==> src/rtl/pattern_tx_pkg.sv <==
// Shared definitions for the pattern transmitter: state encoding and defaults.
package pattern_tx_pkg;

    localparam int          DEF_WIDTH   = 16;
    localparam int          DEF_LEN_W   = 5;
    localparam logic [15:0] DEF_PATTERN = 16'h5B72;

    typedef enum logic [1:0] {
        IDLE  = 2'b00,
        SHIFT = 2'b01,
        DONE  = 2'b10
    } state_t;

endpackage

==> src/rtl/pattern_tx_if.sv <==
// Request/serial-output bundle between a pattern source and the transmitter.
interface pattern_tx_if import pattern_tx_pkg::*; #(
    parameter int WIDTH = DEF_WIDTH,
    parameter int LEN_W = DEF_LEN_W
);
    logic             start;
    logic             abort;
    logic [WIDTH-1:0] data;
    logic [LEN_W-1:0] len;
    logic [3:0]       rep;
    logic             out;
    logic             valid;
    logic             busy;
    logic             done;

    modport master (output start, abort, data, len, rep,
                    input  out, valid, busy, done);
    modport slave  (input  start, abort, data, len, rep,
                    output out, valid, busy, done);
endinterface

==> src/rtl/pattern_tx_ctr.sv <==
// Bit-index and pass counters; flags the last bit of a pass and the last pass.
module pattern_tx_ctr import pattern_tx_pkg::*; #(
    parameter int LEN_W = DEF_LEN_W
) (
    input  logic             clock,
    input  logic             reset,
    input  logic             clear,
    input  logic             advance,
    input  logic [LEN_W-1:0] eff_len,
    input  logic [3:0]       rep,
    output logic [LEN_W-1:0] idx,
    output logic             last_bit,
    output logic             last_pass
);
    logic [3:0] pass;

    assign last_bit  = (idx == eff_len - LEN_W'(1));
    assign last_pass = (pass == rep);

    // Step idx each shift cycle; wrap into the next pass without a gap.
    always_ff @(posedge clock or negedge reset) begin
        if (!reset) begin
            idx  <= '0;
            pass <= '0;
        end else if (clear) begin
            idx  <= '0;
            pass <= '0;
        end else if (advance) begin
            if (last_bit) begin
                idx  <= '0;
                pass <= pass + 4'd1;
            end else begin
                idx  <= idx + LEN_W'(1);
            end
        end
    end

endmodule

==> src/rtl/pattern_tx.sv <==
// Serial pattern transmitter: sends a captured pattern LSB first, rep+1 times.
//   state | meaning
//   IDLE  | waiting for start, outputs quiet
//   SHIFT | driving one pattern bit per cycle
//   DONE  | one-cycle completion pulse
module pattern_tx import pattern_tx_pkg::*; #(
    parameter int WIDTH = DEF_WIDTH,
    parameter int LEN_W = DEF_LEN_W
) (
    input  logic         clock,
    input  logic         reset,
    pattern_tx_if.slave  bus
);
    state_t           state_q, state_d;
    logic [WIDTH-1:0] data_q;
    logic [LEN_W-1:0] len_q;
    logic [3:0]       rep_q;
    logic [LEN_W-1:0] len_eff;
    logic [LEN_W-1:0] idx;
    logic             accept, advance, last_bit, last_pass;
    logic             valid, bit_sel;

    assign accept  = (state_q == IDLE) && bus.start && !bus.abort;
    // Zero or oversize lengths mean a full-width pass.
    assign len_eff = (bus.len == '0 || bus.len > LEN_W'(WIDTH)) ? LEN_W'(WIDTH) : bus.len;

    // Capture the transfer parameters only when a start is accepted.
    always_ff @(posedge clock or negedge reset) begin
        if (!reset) begin
            data_q <= '0;
            len_q  <= '0;
            rep_q  <= '0;
        end else if (accept) begin
            data_q <= bus.data;
            len_q  <= len_eff;
            rep_q  <= bus.rep;
        end
    end

    pattern_tx_ctr #(.LEN_W(LEN_W)) u_ctr (
        .clock     (clock),
        .reset     (reset),
        .clear     (accept),
        .advance   (advance),
        .eff_len   (len_q),
        .rep       (rep_q),
        .idx       (idx),
        .last_bit  (last_bit),
        .last_pass (last_pass)
    );

    // State register.
    always_ff @(posedge clock or negedge reset) begin
        if (!reset) state_q <= IDLE;
        else        state_q <= state_d;
    end

    // Next-state and counter control; abort wins over everything.
    always_comb begin
        state_d = state_q;
        advance = 1'b0;
        case (state_q)
            IDLE:  if (accept) state_d = SHIFT;
            SHIFT: begin
                if (bus.abort) begin
                    state_d = IDLE;
                end else if (last_bit && last_pass) begin
                    state_d = DONE;
                end else begin
                    advance = 1'b1;
                end
            end
            DONE:    state_d = IDLE;
            default: state_d = IDLE;
        endcase
    end

    assign bit_sel   = |(data_q & (WIDTH'(1) << idx));
    assign valid     = (state_q == SHIFT);
    assign bus.valid = valid;
    assign bus.out   = valid & bit_sel;
    assign bus.busy  = (state_q != IDLE);
    assign bus.done  = (state_q == DONE);

endmodule
==> src/flat_wrapper.sv <==
// flat-port wrapper written by rule: the top's interface ports become plain ports
module pattern_tx_flat import pattern_tx_pkg::*;
#(
    parameter int WIDTH = DEF_WIDTH,
    parameter int LEN_W = DEF_LEN_W
)
  (clock, reset, bus_start, bus_abort, bus_data, bus_len, bus_rep, bus_out, bus_valid, bus_busy, bus_done);
  pattern_tx_if #(.WIDTH(WIDTH), .LEN_W(LEN_W)) bus_i ();
  input  logic clock;
  input  logic reset;
  input wire logic [$bits(bus_i.start)-1:0] bus_start;
  input wire logic [$bits(bus_i.abort)-1:0] bus_abort;
  input wire logic [$bits(bus_i.data)-1:0] bus_data;
  input wire logic [$bits(bus_i.len)-1:0] bus_len;
  input wire logic [$bits(bus_i.rep)-1:0] bus_rep;
  output wire logic [$bits(bus_i.out)-1:0] bus_out;
  output wire logic [$bits(bus_i.valid)-1:0] bus_valid;
  output wire logic [$bits(bus_i.busy)-1:0] bus_busy;
  output wire logic [$bits(bus_i.done)-1:0] bus_done;
  assign bus_i.start = bus_start;
  assign bus_i.abort = bus_abort;
  assign bus_i.data = bus_data;
  assign bus_i.len = bus_len;
  assign bus_i.rep = bus_rep;
  assign bus_out = bus_i.out;
  assign bus_valid = bus_i.valid;
  assign bus_busy = bus_i.busy;
  assign bus_done = bus_i.done;
  pattern_tx #(.WIDTH(WIDTH), .LEN_W(LEN_W)) u_core (.clock(clock), .reset(reset), .bus(bus_i));
endmodule
==> config.mk <==
export PLATFORM = sky130hd
export DESIGN_NAME = pattern_tx_flat
export DESIGN_NICKNAME = d
export VERILOG_FILES = /design/src/rtl/pattern_tx_pkg.sv /design/src/rtl/pattern_tx_if.sv /design/src/rtl/pattern_tx_ctr.sv /design/src/rtl/pattern_tx.sv /design/src/flat_wrapper.sv
export SDC_FILE = /design/constraint.sdc
export NUM_CORES = 1
export LEC_CHECK = 0
export ABC_CLOCK_PERIOD_IN_PS = 5700
export BUFFER_PORTS_ARGS = -buffer_cell sky130_fd_sc_hd__buf_4
export CORE_ASPECT_RATIO = 1.2
export CORE_MARGIN = 2
export CORE_UTILIZATION = 45
export CTS_CLUSTER_DIAMETER = 100
export DETAILED_ROUTE_END_ITERATION = 7
export PLACE_DENSITY = 0.67
export SYNTH_ARGS = -nofsm -noshare
export SYNTH_HDL_FRONTEND = slang
export SYNTH_SLANG_ARGS = --single-unit
==> constraint.sdc <==
create_clock -name clock -period 5.7 [get_ports clock]
set_input_delay 0 -clock clock [delete_from_list [all_inputs] [get_ports clock]]
set_output_delay 0 -clock clock [all_outputs]
set_load 0.01 [all_outputs]
Yosys cells after proc, flatten, opt, wreduce, memory -nomap -nowiden
Cells that the tools add are included.
{ "word_totals": {"ff_bits": 36, "inputBits": 29, "out_inout_bits": 4, "elab_cells": 46} }
{ "classes": {"n_addsub": 3, "order_cmp": 1, "n_eq_ne": 6, "n_shift": 1, "n_mux": 14, "bitwise": 2, "n_reduce_logical": 13} }
{ "ops": {"columns": ["cell", "n"], "rows": [
  ["$mux 5", 4],
  ["$and 16x16->16", 1],
  ["$reduce_or 16->1", 1],
  ["$shl 1x5->16 const A", 1],
  ["$mux 4", 3],
  ["$mux 2", 3],
  ["$reduce_bool 2->1", 3],
  ["$add 5x1->5 const B", 1],
  ["$eq 5x5->1", 1],
  ["$gt 5x5->1 const B", 1],
  ["$logic_not 5->1", 1],
  ["$sub 5x1->5 const B", 1],
  ["$add 4x1->4 const B", 1],
  ["$eq 4x4->1", 1],
  ["$pmux 2 s2", 1],
  ["$reduce_and 2->1", 2],
  ["$logic_and 1x1->1", 3],
  ["$mux 1", 3],
  ["$ne 3x3->1 const B", 1],
  ["$eq 2x1->1 const B", 1],
  ["$eq 2x2->1 const B", 1],
  ["$logic_not 2->1", 1],
  ["$ne 2x1->1 const B", 1],
  ["$and 1x1->1", 1],
  ["other kinds (2)", 2]
]} }

Logic depth before layout (Yosys ltp)
{ "depth": {"word_depth": 8, "depth_mapped": 7, "mapped_depth_nobuf": 7} }

By module
From an unflattened synthesis, not the netlist that was laid out.
{ "unflattened": {"cells_unflattened": 177, "hier_area_um2": 1959.4} }
{ "modules_own_cells": {"columns": ["module", "instances", "cells_per_inst", "area_each_um2", "seq_area_each_um2"], "rows": [
  ["pattern_tx", 1, 100, 1288.7, 675.6],
  ["pattern_tx_ctr", 1, 77, 670.6, 225.2]
]} }

Worst setup path after synthesis
OpenSTA, ideal clock, no wires.
{ "synth_path": {"kind": "register to register", "from": "reg u_core.len_q[0]", "to": "reg u_core.u_ctr.pass[2]", "setup_ns": 0.077, "t_arrival_ns": 1.863, "required_time_ns": 5.623, "setup_slack_ns": 3.760, "stages_incl_launch_ff": 8, "n_path_buf": 0, "period_less_slack_ns": 1.940, "cell_sequence": "dfrtp_1 > inv_1 > ha_1 > xor2_1 > o21ai_0 > o211ai_4 > or4_1 > a21oi_1"} }
{ "synth_between": {"elab_chain_len": 8, "word_cells_on_any_way": 9, "cone_classes": "add/sub: 1; eq/ne: 1; mux: 3; reduce/logical: 4"} }
{ "synth_lines": {"columns": ["item", "line", "text"], "rows": [
  ["start, declared", "pattern_tx.sv:16", "logic [LEN_W-1:0] len_q;"],
  ["start signal, assigned", "pattern_tx.sv:35", "len_q <= len_eff;"],
  ["$sub 5x1->5 *", "pattern_tx_ctr.sv:17", "assign last_bit = (idx == eff_len - LEN_W'(1));"],
  ["$eq 5x5->1 *", "pattern_tx_ctr.sv:17", null],
  ["$logic_and 1x1->1", "pattern_tx.sv:67", "end else if (last_bit && last_pass) begin"],
  ["$mux 1", "pattern_tx.sv:67", null],
  ["$mux 1", "pattern_tx.sv:65", "if (bus.abort) begin"],
  ["$mux 1", "pattern_tx.sv:62", "case (state_q)"],
  ["$reduce_bool 2->1 (no source line)", null, null],
  ["$reduce_and 2->1 (no source line) *", null, null],
  ["end signal, assigned", "pattern_tx_ctr.sv:31", "pass <= pass + 4'd1;"],
  ["end, declared", "pattern_tx_ctr.sv:15", "logic [3:0] pass;"]
]} }
Every way passes the cells marked *; elsewhere a longest branch is shown, timed or not.
A chain may end at the register's enable or synchronous reset.

Worst setup path after layout
{ "layout_path": {"from": "reg u_core.u_ctr.idx[2]", "to": "out bus_out"} }
{ "layout_between": {"elab_chain_len": 4} }
{ "layout_lines": {"columns": ["item", "line", "text"], "rows": [
  ["start, declared", "pattern_tx_ctr.sv:11", "output logic [LEN_W-1:0] idx,"],
  ["start signal, assigned", "pattern_tx_ctr.sv:33", "idx <= idx + LEN_W'(1);"],
  ["$shl 1x5->16", "pattern_tx.sv:78", "assign bit_sel = |(data_q & (WIDTH'(1) << idx));"],
  ["$and 16x16->16", "pattern_tx.sv:78", null],
  ["$reduce_or 16->1", "pattern_tx.sv:78", null],
  ["$and 1x1->1", "pattern_tx.sv:81", "assign bus.out = valid & bit_sel;"],
  ["end, declared", "flat_wrapper.sv:16", "output wire logic [$bits(bus_i.out)-1:0] bus_out;"]
]} }
No other way between the ends.

==> impl_metrics.py <==
metrics = {
    "routing": {
        "wl_mm": 4.44,
        "viasPerCell": 4.98,
        "dr.pass1.iters": 4,
        "drtIter0Drc": 92,
        "num_vias": 1613,
        "routedWlPerCell_um": 13.7,
        "remaining_drc_errors": 0,
        "ant_nets": 0,
    },
    "timing": {
        "fin_ws_ps": 3600,
        "tightest_slew_ps": 1030,
        "period_needed_ps": 2100,
        "hold_viol": 0,
        "finClkSkew_ps": 4.24,
        "period_share": 0.369,
        "fmax_mhz": 475,
        "fin_setup_tns_ps": 0,
        "finalSetupViolCount": 0,
        "max-slew-margin-rel": 0.312,
        "rsz0062_at_grt": "false",
        "drv_slew": 0,
        "whs_ps": 85.5,
    },
    "global_route": {
        "grt_max_degree": 37,
        "grtUsageTotal": 0.204,
        "grt_pass1_vias": 1639,
        "antenna_found_initial": 0,
        "gr-total-overflow": 0,
        "grt_pass1_wl_mm": 7.39,
    },
    "logic_synthesis": {
        "synth.most_common_cell": "nand2_1",
        "synth_fp_nets": 248,
        "synthCells": 210,
        "ys_types": 45,
        "synth_common_cells": "nand2_1, dfrtp_1, ha_1, inv_1",
        "synth-warning-count": 0,
        "async_flop_share": 1.00,
        "syn-cell-area_um2": 1940,
        "synth_top_cell_area_share": 0.465,
        "synth_top_area_cell": "dfrtp_1",
        "yosysSeqAreaShare": 0.465,
        "ys_top_cells_by_area": "dfrtp_1, nand2_1, ha_1",
        "synth_edf_count": 0,
        "yosys_register_bits": 36,
        "ys_dominant_reg_cell": "dfrtp_1",
        "syn_area_per_cell_um2": 9.22,
    },
    "final_layout": {
        "drive_gt1_frac": 0.168,
        "finalInstanceArea_um2": 2550,
        "multiInputGateArea_um2": 973,
        "area_growth_pct": 31.8,
        "fillers": 381,
        "seqCellArea_um2": 901,
        "num_antenna_cells": 0,
        "fin_nets": 306,
    },
    "run": {
        "maxCapViolCount": 0,
    },
    "die": {
        "die_area_um2": 4850,
        "ios": 33,
        "coreArea_um2": 4200,
        "num_rows": 26,
        "start_util": 0.462,
        "die-height_um": 75.9,
        "die_w_um": 63.9,
    },
    "clock_network": {
        "cts.sinks": 36,
        "cts_buffer_depth": 2,
        "cts.reportedPaths.clkPinSlew_ps": 70,
        "clock_latency_ps": 290,
        "ctsResizeCount": 0,
        "htreeDepth": 2,
        "cts_setup_buffers": 0,
        "cts_buffers": 5,
        "cts_tree": "yes",
        "hold_buffers": 25,
        "root_buffer": "clkbuf_8",
    },
    "place": {
        "hpwl_mm": 2.96,
        "gp_congestion": 0.816,
        "dp_slack_ps": 3610,
        "dpl_cell_area_um2": 2230,
        "io_buffers": 32,
    },
    "setup_path": {
        "crit_path_max_fanout": 9,
        "cp-end-kind": "primary output",
        "required_ps": 5700,
        "crit_arrival_ps": 2100,
        "crit_type": "register to primary output",
        "crit_path_start_kind": "register",
        "r2r_setup_slack_ps": 3620,
    },
    "power": {
        "power.density_nw_per_um2": 307,
        "p_leak_nw": 1.24,
        "vdd_drop_max_mv": 0.133,
    },
    "hold_path": {
        "hp-class": "primary input to register",
    },
    "run_status": {
        "outcome": "complete, no violations",
    },
}
-- registers in the layout, summed over array words and instances, names as in the netlist --
name and flops:
u_core.data_q 16, u_core.len_q 5, u_core.rep_q 4, u_core.state_q 2, u_core.u_ctr.idx 5, u_core.u_ctr.pass 4
-- layout make-up --
class / instances / area share
multi-input cells: 158 / 0.381
repair buffers: 58 / 0.195
flip-flops and latches: 36 / 0.353
inverters: 9 / 0.0132
clock inverters: 1 / 0.00196
clock buffers: 6 / 0.0284
well taps: 56 / 0.0274
-- layout by cell type (no fill, tap or decap), drive strengths merged, types with 2 or more instances in the layout --
| cell type | instances |
|---|---|
| a21oi | 5 |
| a221oi | 3 |
| a222oi | 2 |
| and3 | 2 |
| buf | 33 |
| clkbuf | 6 |
| dfrtp | 36 |
| dlygate4sd3 | 25 |
| ha | 9 |
| inv | 9 |
| nand2 | 76 |
| nand2b | 3 |
| nand3 | 4 |
| nand3b | 5 |
| nor2 | 4 |
| nor3 | 4 |
| o211ai | 2 |
| o21ai | 5 |
| o31ai | 2 |
| o32ai | 3 |
| or4 | 3 |
| xnor2 | 6 |
| xor2 | 4 |
-- worst max-delay path, stage by stage, from the launching register on --
cell and delay [ps]:
dfrtp_1 480, inv_1 290, ha_1 230, a22oi_1 90, o2111a_1 140, a2111oi_0 390
buf_4 210
-- where the power goes --
group	leakage (nW)	internal [mW]	switching, mW
clock network	0.0410	0.0831	0.0893
registers	0.454	0.306	0.0512
logic	0.748	0.120	0.133
total	1.24	0.509	0.274
-- stage by stage --
step                      instances   util  total power [mW]
after global routing            324  0.609             0.841
after floorplan                 210      -             0.526
after global placement          292  0.530             0.597
after CTS                       324  0.609             0.794
after detailed placement        292  0.530             0.605
final                           324  0.609             0.783
-- per-layer routing --
layer | track usage | vias to the layer above | share of wire
li1 | - | 827 | -
met1 | 0.214 | 745 | 0.40
met2 | 0.390 | 33 | 0.53
met3 | 0.0414 | 8 | 0.040
met4 | 0.106 | 0 | 0.022
met5 | 0 | - | 0
-- cell families (layout without fill, tap and decap cells) --
logic type / Yosys count / in the layout / synth area share
muxes: 1 / 1 / 0.00517
xor gates and xnor gates: 10 / 10 / 0.0491
and+or+nand+nor: 109 / 109 / 0.261
AOI/OAI and AO/OA: 29 / 29 / 0.126
DFF: 36 / 36 / 0.465
adders and majority gates: 9 / 9 / 0.0581
buffers and inverters: 16 / 74 / 0.0355
-- path summary, 6_finish.rpt --
kind	start	endpoint	depth (start not counted)
min	bus_abort	u_core.u_ctr.idx[1]	4
min in group asynchronous	reset	u_core.data_q[12]	2
min reg2reg	u_core.data_q[6]	u_core.data_q[6]	2
max reg2reg	u_core.len_q[0]	u_core.u_ctr.pass[2]	7
max in group asynchronous	reset	u_core.u_ctr.idx[0]	2
max	u_core.u_ctr.idx[2]	bus_out	6
Power figures use the tool's default switching activity.
